==> config.mk <==
export PLATFORM = sky130hd
export DESIGN_NAME = cordic_rotation_apply
export DESIGN_NICKNAME = d
export VERILOG_FILES = /design/src/rtl/cordic_pkg.sv /design/src/rtl/cordic_scale_sat.sv /design/src/rtl/cordic_rotation_apply.sv
export SDC_FILE = /design/constraint.sdc
export NUM_CORES = 1
export LEC_CHECK = 0
export ABC_AREA = 1
export CAP_MARGIN = 20
export CORE_MARGIN = 4
export CORE_UTILIZATION = 50
export DETAILED_ROUTE_END_ITERATION = 10
export PLACE_DENSITY = 0.66
export SLEW_MARGIN = 20
export SYNTH_ARGS = -nofsm -noshare
export SYNTH_HDL_FRONTEND = slang
export SYNTH_SLANG_ARGS = --single-unit
==> constraint.sdc <==
create_clock -name clk -period 5.3 [get_ports clk]
set_clock_uncertainty 0.1 [all_clocks]
set_input_delay 1.59 -clock clk [delete_from_list [all_inputs] [get_ports clk]]
set_output_delay 1.59 -clock clk [all_outputs]
set_load 0.1 [all_outputs]
==> src/rtl/cordic_pkg.sv <==
// Shared definitions for the CORDIC rotation-apply stage: gain-compensation
// constant, quadrant pre-rotation codes and the FSM state encoding.
package cordic_pkg;

  // 1/K for the CORDIC gain in Q8 (0.6055 * 256 ~= 155), applied as (v*155)>>>8.
  localparam int unsigned GAIN_Q8    = 155;
  localparam int unsigned GAIN_SHIFT = 8;

  // Pre-rotation codes handed over by the vectoring stage.
  localparam logic [1:0] QUAD_NONE  = 2'b00; // (x, y)
  localparam logic [1:0] QUAD_NEG90 = 2'b01; // (y, -x)
  localparam logic [1:0] QUAD_POS90 = 2'b10; // (-y, x)
  localparam logic [1:0] QUAD_180   = 2'b11; // (-x, -y)

  typedef enum logic [1:0] {
    ST_IDLE  = 2'b00,
    ST_ITER  = 2'b01,
    ST_SCALE = 2'b10,
    ST_HOLD  = 2'b11
  } state_e;

endpackage

==> src/rtl/cordic_scale_sat.sv <==
// Gain compensation for one vector component: multiply by the Q8 gain,
// arithmetic shift right, then clamp into the signed output range.
module cordic_scale_sat
  import cordic_pkg::*;
#(
  parameter int DATA_WIDTH = 16,
  parameter int IN_WIDTH   = 18
) (
  input  logic signed [IN_WIDTH-1:0]   din,
  output logic signed [DATA_WIDTH-1:0] dout
);

  // One extra bit beyond IN_WIDTH+GAIN_SHIFT keeps the product sign-safe.
  localparam int PW = IN_WIDTH + GAIN_SHIFT + 1;

  localparam logic signed [PW-1:0] GAIN_EXT = PW'(GAIN_Q8);
  localparam logic signed [PW-1:0] SAT_MAX  = {{(PW-DATA_WIDTH+1){1'b0}}, {(DATA_WIDTH-1){1'b1}}};
  localparam logic signed [PW-1:0] SAT_MIN  = {{(PW-DATA_WIDTH+1){1'b1}}, {(DATA_WIDTH-1){1'b0}}};
  localparam logic signed [DATA_WIDTH-1:0] OUT_MAX = {1'b0, {(DATA_WIDTH-1){1'b1}}};
  localparam logic signed [DATA_WIDTH-1:0] OUT_MIN = {1'b1, {(DATA_WIDTH-1){1'b0}}};

  logic signed [PW-1:0] din_ext;
  logic signed [PW-1:0] prod;
  logic signed [PW-1:0] shifted;

  assign din_ext = {{(PW-IN_WIDTH){din[IN_WIDTH-1]}}, din};

  // Scale by the gain constant and saturate instead of letting the result wrap.
  always_comb begin
    prod    = din_ext * GAIN_EXT;
    shifted = prod >>> GAIN_SHIFT;
    if (shifted > SAT_MAX) begin
      dout = OUT_MAX;
    end else if (shifted < SAT_MIN) begin
      dout = OUT_MIN;
    end else begin
      dout = shifted[DATA_WIDTH-1:0];
    end
  end

endmodule

==> src/rtl/cordic_rotation_apply.sv <==
// Applies a precomputed set of CORDIC micro-rotation decisions (plus a
// quadrant pre-rotation) to an input vector, one micro-rotation per cycle,
// then gain-compensates and holds the result until the consumer takes it.
module cordic_rotation_apply
  import cordic_pkg::*;
#(
  parameter int DATA_WIDTH   = 16,
  parameter int CORDIC_STEPS = 16
) (
  input  logic                         clk,
  input  logic                         nreset,
  input  logic                         in_valid,
  output logic                         in_ready,
  input  logic signed [DATA_WIDTH-1:0] x_in,
  input  logic signed [DATA_WIDTH-1:0] y_in,
  input  logic [CORDIC_STEPS-1:0]      micro_rotation,
  input  logic [1:0]                   quadrant,
  output logic                         out_valid,
  input  logic                         out_ready,
  output logic signed [DATA_WIDTH-1:0] x_out,
  output logic signed [DATA_WIDTH-1:0] y_out,
  output logic                         busy
);

  // Two guard bits: one for negating the most negative input, one for the
  // ~1.65x CORDIC growth.
  localparam int IW    = DATA_WIDTH + 2;
  localparam int CNT_W = (CORDIC_STEPS > 1) ? $clog2(CORDIC_STEPS) : 1;
  localparam logic [CNT_W-1:0] LAST_STEP = CNT_W'(CORDIC_STEPS - 1);

  state_e                  state_q, state_d;
  logic [CNT_W-1:0]        cnt_q, cnt_d;
  logic [CORDIC_STEPS-1:0] dir_q, dir_d;
  logic signed [IW-1:0]    x_q, x_d, y_q, y_d;
  logic signed [DATA_WIDTH-1:0] x_out_q, x_out_d, y_out_q, y_out_d;

  logic signed [IW-1:0]    x_ext, y_ext;
  logic signed [IW-1:0]    x_shift, y_shift;
  logic signed [DATA_WIDTH-1:0] x_scaled, y_scaled;
  logic                    accept;

  assign x_ext   = {{2{x_in[DATA_WIDTH-1]}}, x_in};
  assign y_ext   = {{2{y_in[DATA_WIDTH-1]}}, y_in};
  assign x_shift = x_q >>> cnt_q;
  assign y_shift = y_q >>> cnt_q;

  // Handshake/status outputs are forced low while reset is asserted.
  assign in_ready  = nreset && (state_q == ST_IDLE);
  assign busy      = nreset && (state_q != ST_IDLE);
  assign out_valid = nreset && (state_q == ST_HOLD);
  assign accept    = in_valid && in_ready;
  assign x_out     = x_out_q;
  assign y_out     = y_out_q;

  cordic_scale_sat #(
    .DATA_WIDTH (DATA_WIDTH),
    .IN_WIDTH   (IW)
  ) u_scale_x (
    .din  (x_q),
    .dout (x_scaled)
  );

  cordic_scale_sat #(
    .DATA_WIDTH (DATA_WIDTH),
    .IN_WIDTH   (IW)
  ) u_scale_y (
    .din  (y_q),
    .dout (y_scaled)
  );

  // Next-state and datapath: capture with pre-rotation, iterate, scale, hold.
  always_comb begin
    state_d = state_q;
    cnt_d   = cnt_q;
    dir_d   = dir_q;
    x_d     = x_q;
    y_d     = y_q;
    x_out_d = x_out_q;
    y_out_d = y_out_q;
    case (state_q)
      ST_IDLE: begin
        if (accept) begin
          state_d = ST_ITER;
          cnt_d   = {CNT_W{1'b0}};
          dir_d   = micro_rotation;
          case (quadrant)
            QUAD_NONE: begin
              x_d = x_ext;
              y_d = y_ext;
            end
            QUAD_NEG90: begin
              x_d = y_ext;
              y_d = -x_ext;
            end
            QUAD_POS90: begin
              x_d = -y_ext;
              y_d = x_ext;
            end
            default: begin // QUAD_180
              x_d = -x_ext;
              y_d = -y_ext;
            end
          endcase
        end else begin
          state_d = ST_IDLE;
        end
      end
      ST_ITER: begin
        if (dir_q[cnt_q]) begin
          x_d = x_q + y_shift;
          y_d = y_q - x_shift;
        end else begin
          x_d = x_q - y_shift;
          y_d = y_q + x_shift;
        end
        if (cnt_q == LAST_STEP) begin
          state_d = ST_SCALE;
        end else begin
          cnt_d = cnt_q + CNT_W'(1);
        end
      end
      ST_SCALE: begin
        x_out_d = x_scaled;
        y_out_d = y_scaled;
        state_d = ST_HOLD;
      end
      ST_HOLD: begin
        if (out_ready) begin
          state_d = ST_IDLE;
        end else begin
          state_d = ST_HOLD;
        end
      end
      default: begin
        state_d = ST_IDLE;
      end
    endcase
  end

  // State and datapath registers with synchronous active-low reset.
  always_ff @(posedge clk) begin
    if (!nreset) begin
      state_q <= ST_IDLE;
      cnt_q   <= {CNT_W{1'b0}};
      dir_q   <= {CORDIC_STEPS{1'b0}};
      x_q     <= {IW{1'b0}};
      y_q     <= {IW{1'b0}};
      x_out_q <= {DATA_WIDTH{1'b0}};
      y_out_q <= {DATA_WIDTH{1'b0}};
    end else begin
      state_q <= state_d;
      cnt_q   <= cnt_d;
      dir_q   <= dir_d;
      x_q     <= x_d;
      y_q     <= y_d;
      x_out_q <= x_out_d;
      y_out_q <= y_out_d;
    end
  end

endmodule

==> results.md, run 1 <==
* Status: finished, final reports clean
* Mapped Cells at around 2300
* CP startpoint kind: flip-flop
* Area Overhead vs Synth at 10.6%
* R2R setup slack at between 0.4 and 0.5 ns
* Slew Limit Fails at 0
* Number of global-route vias before repair at between 10000 and 15000
* Final setup vio count at 0
* Initial Util at between 50% and 60%
* Total number of vias at 14900
* Syn avg cell area at 6.53 sq um
* RSZ-0062 raised after global routing: no
* Cts-stage hold buffer count at 0
* Worst slack at placement at about 0.5 ns
* Crit path setup slack, layout at about 0.42 ns
* Synth unique cells at 54
* Design Area, Final at about 16000 sq um
* Routed len/inst at 16.9 um
* Synth area leader: ha_1
* Root buffer cell: clkbuf_16
* Syn nets at 2570
* # nets final at 2627
* Slew margin rel. at approximately a third
* Post-synthesis async set-or-reset flop share at 0%
* Ant. Diodes at 0
* Setup bufs post-CTS at 0
* DRC violation count after routing at 0
* Share of layout cells above drive strength 1 at approximately 4.5%
* Non-filler instance count after layout at approximately 2700
* Static Leak at about 8.4 nW
* Synthesized area at between 10000 and 15000 sq um
* Largest net degree at the start of global routing at 76
* Fmax at ~0.20 GHz
* Die X at approximately 180 um
* Gpl congestion at about 1
* Fillers at 2934
* DP HPWL at between 30000 and 40000 um
* Multi-input logic area at around 11000 sq um
* CTS H-Tree Depth at 3
* Count of final hold-check violations at 0
* Clk_lat worst skew at 0.37 ns
* Initial detailed-routing violation count at around 1300
* Top area cells in the synthesized netlist: ha_1 14%, fa_1 13%, dfxtp_1 12%
* Worst hold slack at around 0.37 ns
* Crit path arrival time at a little over 5 ns
* PD cells at between 600 and 700 nW/um^2
* Number of vias per cell at approximately 5.5
* GRT overflow at 0
* Crit Path Max Fanout at 15
* Worst vdd ir at between 0.3 and 0.4 mV
* Site Rows at between 60 and 70
* Post-synth top flop: dfxtp_1
* Antenna Nets Post-Route at 0
* Final core occ at roughly 56%
* DRT Pass-1 Iters at 5
* I/O pins at 89
* Wirelength, routed at between 40000 and 50000 um
* Die footprint at roughly 32000 sq um
* Min Tclk post-route at 4.88 ns
* Post-DP Area at about 16000 sq um
* Register bit total from synthesis at 90
* Placed Cells incl. Taps at 2691
* Total GRT Usage at between 20% and 30%
* CTS Sinks at 90
* Port Buffers at 88
* Core Area at between 20000 and 30000 sq um
* Post-synth EDFFs at 0
* Initial antenna violation count at 0
* Max cap viols at 0
* Global-route wire length before repair at 74000 um
* Pwr Total at 10.6 mW
* Clk slew on worst S/H paths at 0.09 ns
* Setup CP Type: reg -> reg
* Post-CTS Resized at 0
* Setup TNS at 0 ns
* Die Y at 180 um
* Yosys top cell area share at ~14%
* CTS Buffer Depth at 2
* CP endpoint kind: flip-flop
* Worst hold path class: reg -> reg
* Fin crit share at between 90% and 100%
* Seq/Total Area, Yosys at around an eighth
* Worst Max-Slew Pin Slew at just under 1 ns
* Req. time, crit path at 5.49 ns
* CTS buffer count at 9
* CTS tree: done
* Seq. cell area at between 1500 and 2000 sq um
* Yosys warns at 0
-- where the power goes --
group / internal, mW / switching [mW]
Combinational: 3.14 / 5.82
Sequential: 0.800 / 0.187
Clock: 0.337 / 0.352
-- routing by layer --
layer	up-vias	track usage, %	routed length (um)
met1	6843	40.0	21600
met4	0	8.32	1290
met5	-	0	0
met2	518	42.9	19800
met3	62	3.66	3010
li1	7501	-	-
-- area by class of cell --
class / instances / share of cell area [%]
Clock buffer: 9 / 1.38
Multi-Input combinational cell: 1699 / 68.1
Clock inverter: 7 / 0.498
Inverter: 395 / 9.09
Sequential cell: 90 / 11.0
Tap cell: 384 / 2.94
Timing Repair Buffer: 123 / 7.00
-- synth_stat cells, types with 22 or more instances --
| library cell | instances |
|---|---|
| a21oi_1 | 172 |
| nor3_1 | 22 |
| nand3_1 | 250 |
| clkbuf_1 | 37 |
| xnor2_1 | 27 |
| nor2_1 | 113 |
| dfxtp_1 | 90 |
| inv_1 | 384 |
| nand2_1 | 470 |
| ha_1 | 161 |
| o21ai_0 | 166 |
| fa_1 | 94 |
| xor2_1 | 65 |
-- kinds of logic after synthesis --
logic type | after synthesis | share of synthesized area, %
AO/OA/AOI/OAI | 450 | 17.0
flip-flops | 90 | 12.2
buffers and inverters | 472 | 12.7
adder cells (fa/ha/maj) | 255 | 26.4
AND/OR/NAND/NOR | 902 | 26.3
XOR/XNOR | 92 | 5.45
-- sequential cells by signal, summed over array words and instances (netlist names) --
name	cells
cnt_q	4
dir_q	16
y_q	18
y_out	16
x_out	16
state_q	2
x_q	18
-- path summary, 6_finish.rpt --
check / from / end / cells past startpoint
worst min-delay path: dir_q[7]$_SDFFE_PN0P_ / dir_q[7]$_SDFFE_PN0P_ / 2
worst min register to register: dir_q[7]$_SDFFE_PN0P_ / dir_q[7]$_SDFFE_PN0P_ / 2
worst max-delay path: x_q[16]$_SDFFE_PN0P_ / x_out[12]$_SDFFE_PN0P_ / 17
worst max register to register: x_q[16]$_SDFFE_PN0P_ / x_out[12]$_SDFFE_PN0P_ / 17
-- cells in the final DEF (no fill, tap or decap), types with 3 or more instances in the layout --
cell type	n
o21a_1	4
clkbuf_16	9
a221oi_1	7
nand3_1	250
inv_1	384
a31oi_1	14
o211ai_1	14
or2_2	4
a21oi_1	172
o22ai_1	8
nor2_2	3
o21ai_0	166
nand2_1	470
o21ai_2	4
a21boi_0	4
nand4_1	11
o21ai_1	11
xor2_1	65
inv_2	9
nand2_2	16
o2111ai_1	3
nor2_1	111
o31ai_1	5
nor2_4	3
nor3_1	21
a21oi_2	3
xnor2_1	27
o21bai_1	17
fa_1	94
buf_4	37
o221ai_1	9
clkdlybuf4s50_1	84
ha_1	161
dfxtp_1	90
-- worst max-delay path, cell delays in order (launching register included) --
cell and delay, ns:
dfxtp_1 0.50, inv_1 0.08, ha_1 0.34, fa_1 0.55, inv_1 0.05, fa_1 0.48
inv_1 0.06, fa_1 0.53, inv_1 0.04, ha_1 0.35, nand2_1 0.10, nor3_1 0.37
o211ai_1 0.22, nand4_1 0.13, xor2_1 0.10, o21ai_2 0.49, nand2_1 0.12, a21oi_1 0.19
No activity file was read; power rests on OpenSTA's default activity.
==> inputs of run 2 (changes only) <==
Clock period 5.3 ns to 4.78 ns, I/O delays scaled along.
==> run 2 against run 1 <==
  * Via count increased by 1.8%
  * Global-route usage is 0.21 points lower
  * Critical path type unchanged
  * Flip-flop and latch count is the same
  * Non-clock buffer count up 27
  * Critical endpoint is now x_out[6]$_SDFFE_PN0P_
  * Wire length hardly changed
==> results.md, run 2 (synthesis results as in run 1) <==
* Sequential power share at 8.7% (-0.6 points)
* Worst Hold End: dir_q[4]$_SDFFE_PN0P_
* Final core occ at 57.8% (+1.4 points)
* Cts-stage hold buffer count at 0 (unchanged)
* Clock power share at 6.2% (-0.3 points)
* Most frequent CP cell: inv_1
* Post-DP Area at 16200 sq um (+1.4%)
* CTS Buffer Depth at 2 (unchanged)
* Min Tclk post-route at 4.55 ns (-0.335 ns)
* Initial Util at 51.1% (unchanged)
* FF-to-FF Start: x_q[8]$_SDFFE_PN0P_
* Total number of vias at 15200 (+1.8%)
* Total GRT Usage at 27.4% (-0.21 points)
* PD cells at 732 nW/um^2 (+12%)
* Ant. Diodes at 0 (unchanged)
* Worst vdd ir at 0.572 mV (+66%)
* Initial antenna violation count at 0 (unchanged)
* Max cap viols at 0 (unchanged)
* Crit Path Max Fanout at 14 (-1)
* Routed len/inst at 16.7 um (-1.0%)
* Crit-path max cell delay at 0.56 ns (about the same)
* Wirelength, routed at 45800 um (about the same)
* Fin crit share at 95.2% (+3.0 points)
* Most frequent cells in the layout: 468 x nand2_1, 384 x inv_1, 250 x nand3_1
* Critical R2R Capture: x_out[6]$_SDFFE_PN0P_
* CP startpoint kind: flip-flop
* Setup CP Type: reg -> reg
* Fmax at 0.220 GHz (+7.4%)
* Antenna Nets Post-Route at 0 (unchanged)
* Number of vias per cell at 5.56 (+0.76%)
* Die X at 180 um (unchanged)
* Share of layout cells above drive strength 1 at 6.98% (+2.5 points)
* Switching power share of the total at 59.2% (-0.56 points)
* Worst hold path class: reg -> reg
* Root buffer cell: clkbuf_16
* Design Area, Final at 16700 sq um (+2.4%)
* Count of final hold-check violations at 0 (unchanged)
* Area Overhead vs Synth at 13.2%
* Site Rows at 62 (unchanged)
* Die Y at 180 um (unchanged)
* R2R setup slack at 0.23 ns (-0.19 ns)
* Core Area at 28900 sq um (unchanged)
* Psw at 7.25 mW (+14%)
* Slew Limit Fails at 0 (unchanged)
* Regs by FF count: x_q x18, y_q x18
* DRT Pass-1 Iters at 6 (+1)
* Hold Path Stages at 2 (unchanged)
* Initial detailed-routing violation count at 1364 (+7.5%)
* Clk_lat worst skew at 0.37 ns (about the same)
* GRT overflow at 0 (unchanged)
* Largest net degree at the start of global routing at 76 (unchanged)
* Final setup vio count at 0 (unchanged)
* Fillers at 2871 (-2.1%)
* Die footprint at 32400 sq um (unchanged)
* Static Leak at 8.58 nW (+1.9%)
* DP HPWL at 36700 um (about the same)
* Critical Path, Cell by Cell: ha_1 > inv_1 > fa_1 > fa_1 > fa_1 > inv_1 > ha_2 > nand2_1 > inv_1 > nand3_1 > o21ai_4 > nand3_1 > nand3_1 > xor2_2 > inv_1 > o21ai_4 > buf_12 > nand2_1 > a21oi_1
* R2R depth at 19 (+2)
* Crit path arrival time at 4.75 ns (-0.33 ns)
* DRC violation count after routing at 0 (unchanged)
* Req. time, crit path at 4.98 ns (-0.51 ns)
* Worst Max-Slew Pin Slew at 0.988 ns (-0.00573 ns)
* I/O pins at 89 (unchanged)
* Port Buffers at 88 (unchanged)
* CP endpoint kind: flip-flop
* Most common cell after layout, fill and taps aside: nand2_1
* CTS tree: done
* Number of global-route vias before repair at 14300 (+1.3%)
* Status: finished, final reports clean
* Crit path from: x_q[8]$_SDFFE_PN0P_
* CTS H-Tree Depth at 3 (unchanged)
* Int Pwr at 4.99 mW (+17%)
* Worst Min Path Start: dir_q[4]$_SDFFE_PN0P_
* Worst path slowest cell: fa_1
* CTS Sinks at 90 (unchanged)
* Gpl congestion at 1.04 (+3.9%)
* Slew margin rel. at 33.9% (+0.38 points)
* Global-route wire length before repair at 73900 um (-0.11%)
* # nets final at 2655 (+1.1%)
* CTS buffer count at 9 (unchanged)
* Clk slew on worst S/H paths at 0.08 ns (about the same)
* Comb pwr share at 85.1% (+0.9 points)
run 2: cell types whose count changed in the layout (fill, tap and decap cells not counted), moves of 4 or more:
cell     previous run  this run
ha_2                0         6
a21oi_1           172       164
dfxtp_1            90        81
buf_12              1         5
buf_4              37        60
ha_1              161       154
a21oi_2             3        11
dfxtp_2             0         9
run 2: critical path: cells and delay by family, from the launching register on:
| kind | cells | cell delay [ns] |
|---|---|---|
| AOI/OAI and AO/OA | 3 | 0.45 |
| and+or+nand+nor | 5 | 0.57 |
| adders and majority gates | 5 | 2.26 |
| DFF | 1 | 0.39 |
| buffers and inverters | 5 | 0.49 |
| xor gates and xnor gates | 1 | 0.20 |
run 2: per-layer routing:
layer	up-vias	track usage, %	routed length (um)
met2	611	41.3	19200
li1	7558	-	-
met5	-	0	0
met3	85	4.47	3560
met4	0	7.50	1310
met1	6939	40.6	21700
run 2: final cells by class:
class / instances / area (sq um) / share of cell area [%]
inverters: 395 / 1490 / 8.88
clock buffers: 9 / 225 / 1.35
clock inverters: 7 / 81.3 / 0.486
well taps: 384 / 480 / 2.87
repair buffers: 150 / 1400 / 8.35
flip-flops and latches: 90 / 1810 / 10.8
multi-input cells: 1700 / 11200 / 67.2
run 2: repair_timing:
| action | CTS | global route |
|---|---|---|
| buffers inserted | 0 | 2 |
| setup endpoints to repair | 0 | 31 |
| gates resized for setup | 0 | 38 |
run 2: how the worst max path moves through the flow:
stage / to / slack [ns] / cells past startpoint
2_1_floorplan: busy / 0.30 / 2
3_3_place_gp: y_out[14]$_SDFFE_PN0P_ / 0.13 / 21
3_5_place_dp: y_out[11]$_SDFFE_PN0P_ / 0.04 / 21
4_1_cts: y_out[11]$_SDFFE_PN0P_ / 0.01 / 21
5_1_grt: x_out[6]$_SDFFE_PN0P_ / -0.03 / 19
6_report: x_out[6]$_SDFFE_PN0P_ / 0.23 / 19
run 2: power groups by stage:
stage | combinational (mW) | clock, mW | sequential (mW)
3_3_place_gp | 9.93 | 0 | 1.06
4_1_cts | 10.1 | 0.759 | 1.05
3_5_place_dp | 10.0 | 0 | 1.07
6_report | 10.4 | 0.760 | 1.06
2_1_floorplan | 7.18 | 0 | 1.36
5_1_grt | 11.8 | 0.791 | 1.08
run 2: stage by stage:
stage / hold slack [ns] / power (mW) / setup WS (ns) / setup TNS, ns / std cells
2_1_floorplan: 0.340 / 8.54 / 0.296 / 0 / 2261
3_3_place_gp: 0.349 / 11.0 / 0.126 / 0 / 2716
3_5_place_dp: 0.362 / 11.1 / 0.0412 / 0 / 2716
4_1_cts: 0.372 / 11.9 / 0.0113 / 0 / 2732
5_1_grt: 0.388 / 13.7 / -0.0337 / -0.291 / 2735
6_report: 0.368 / 12.2 / 0.230 / 0 / 2735
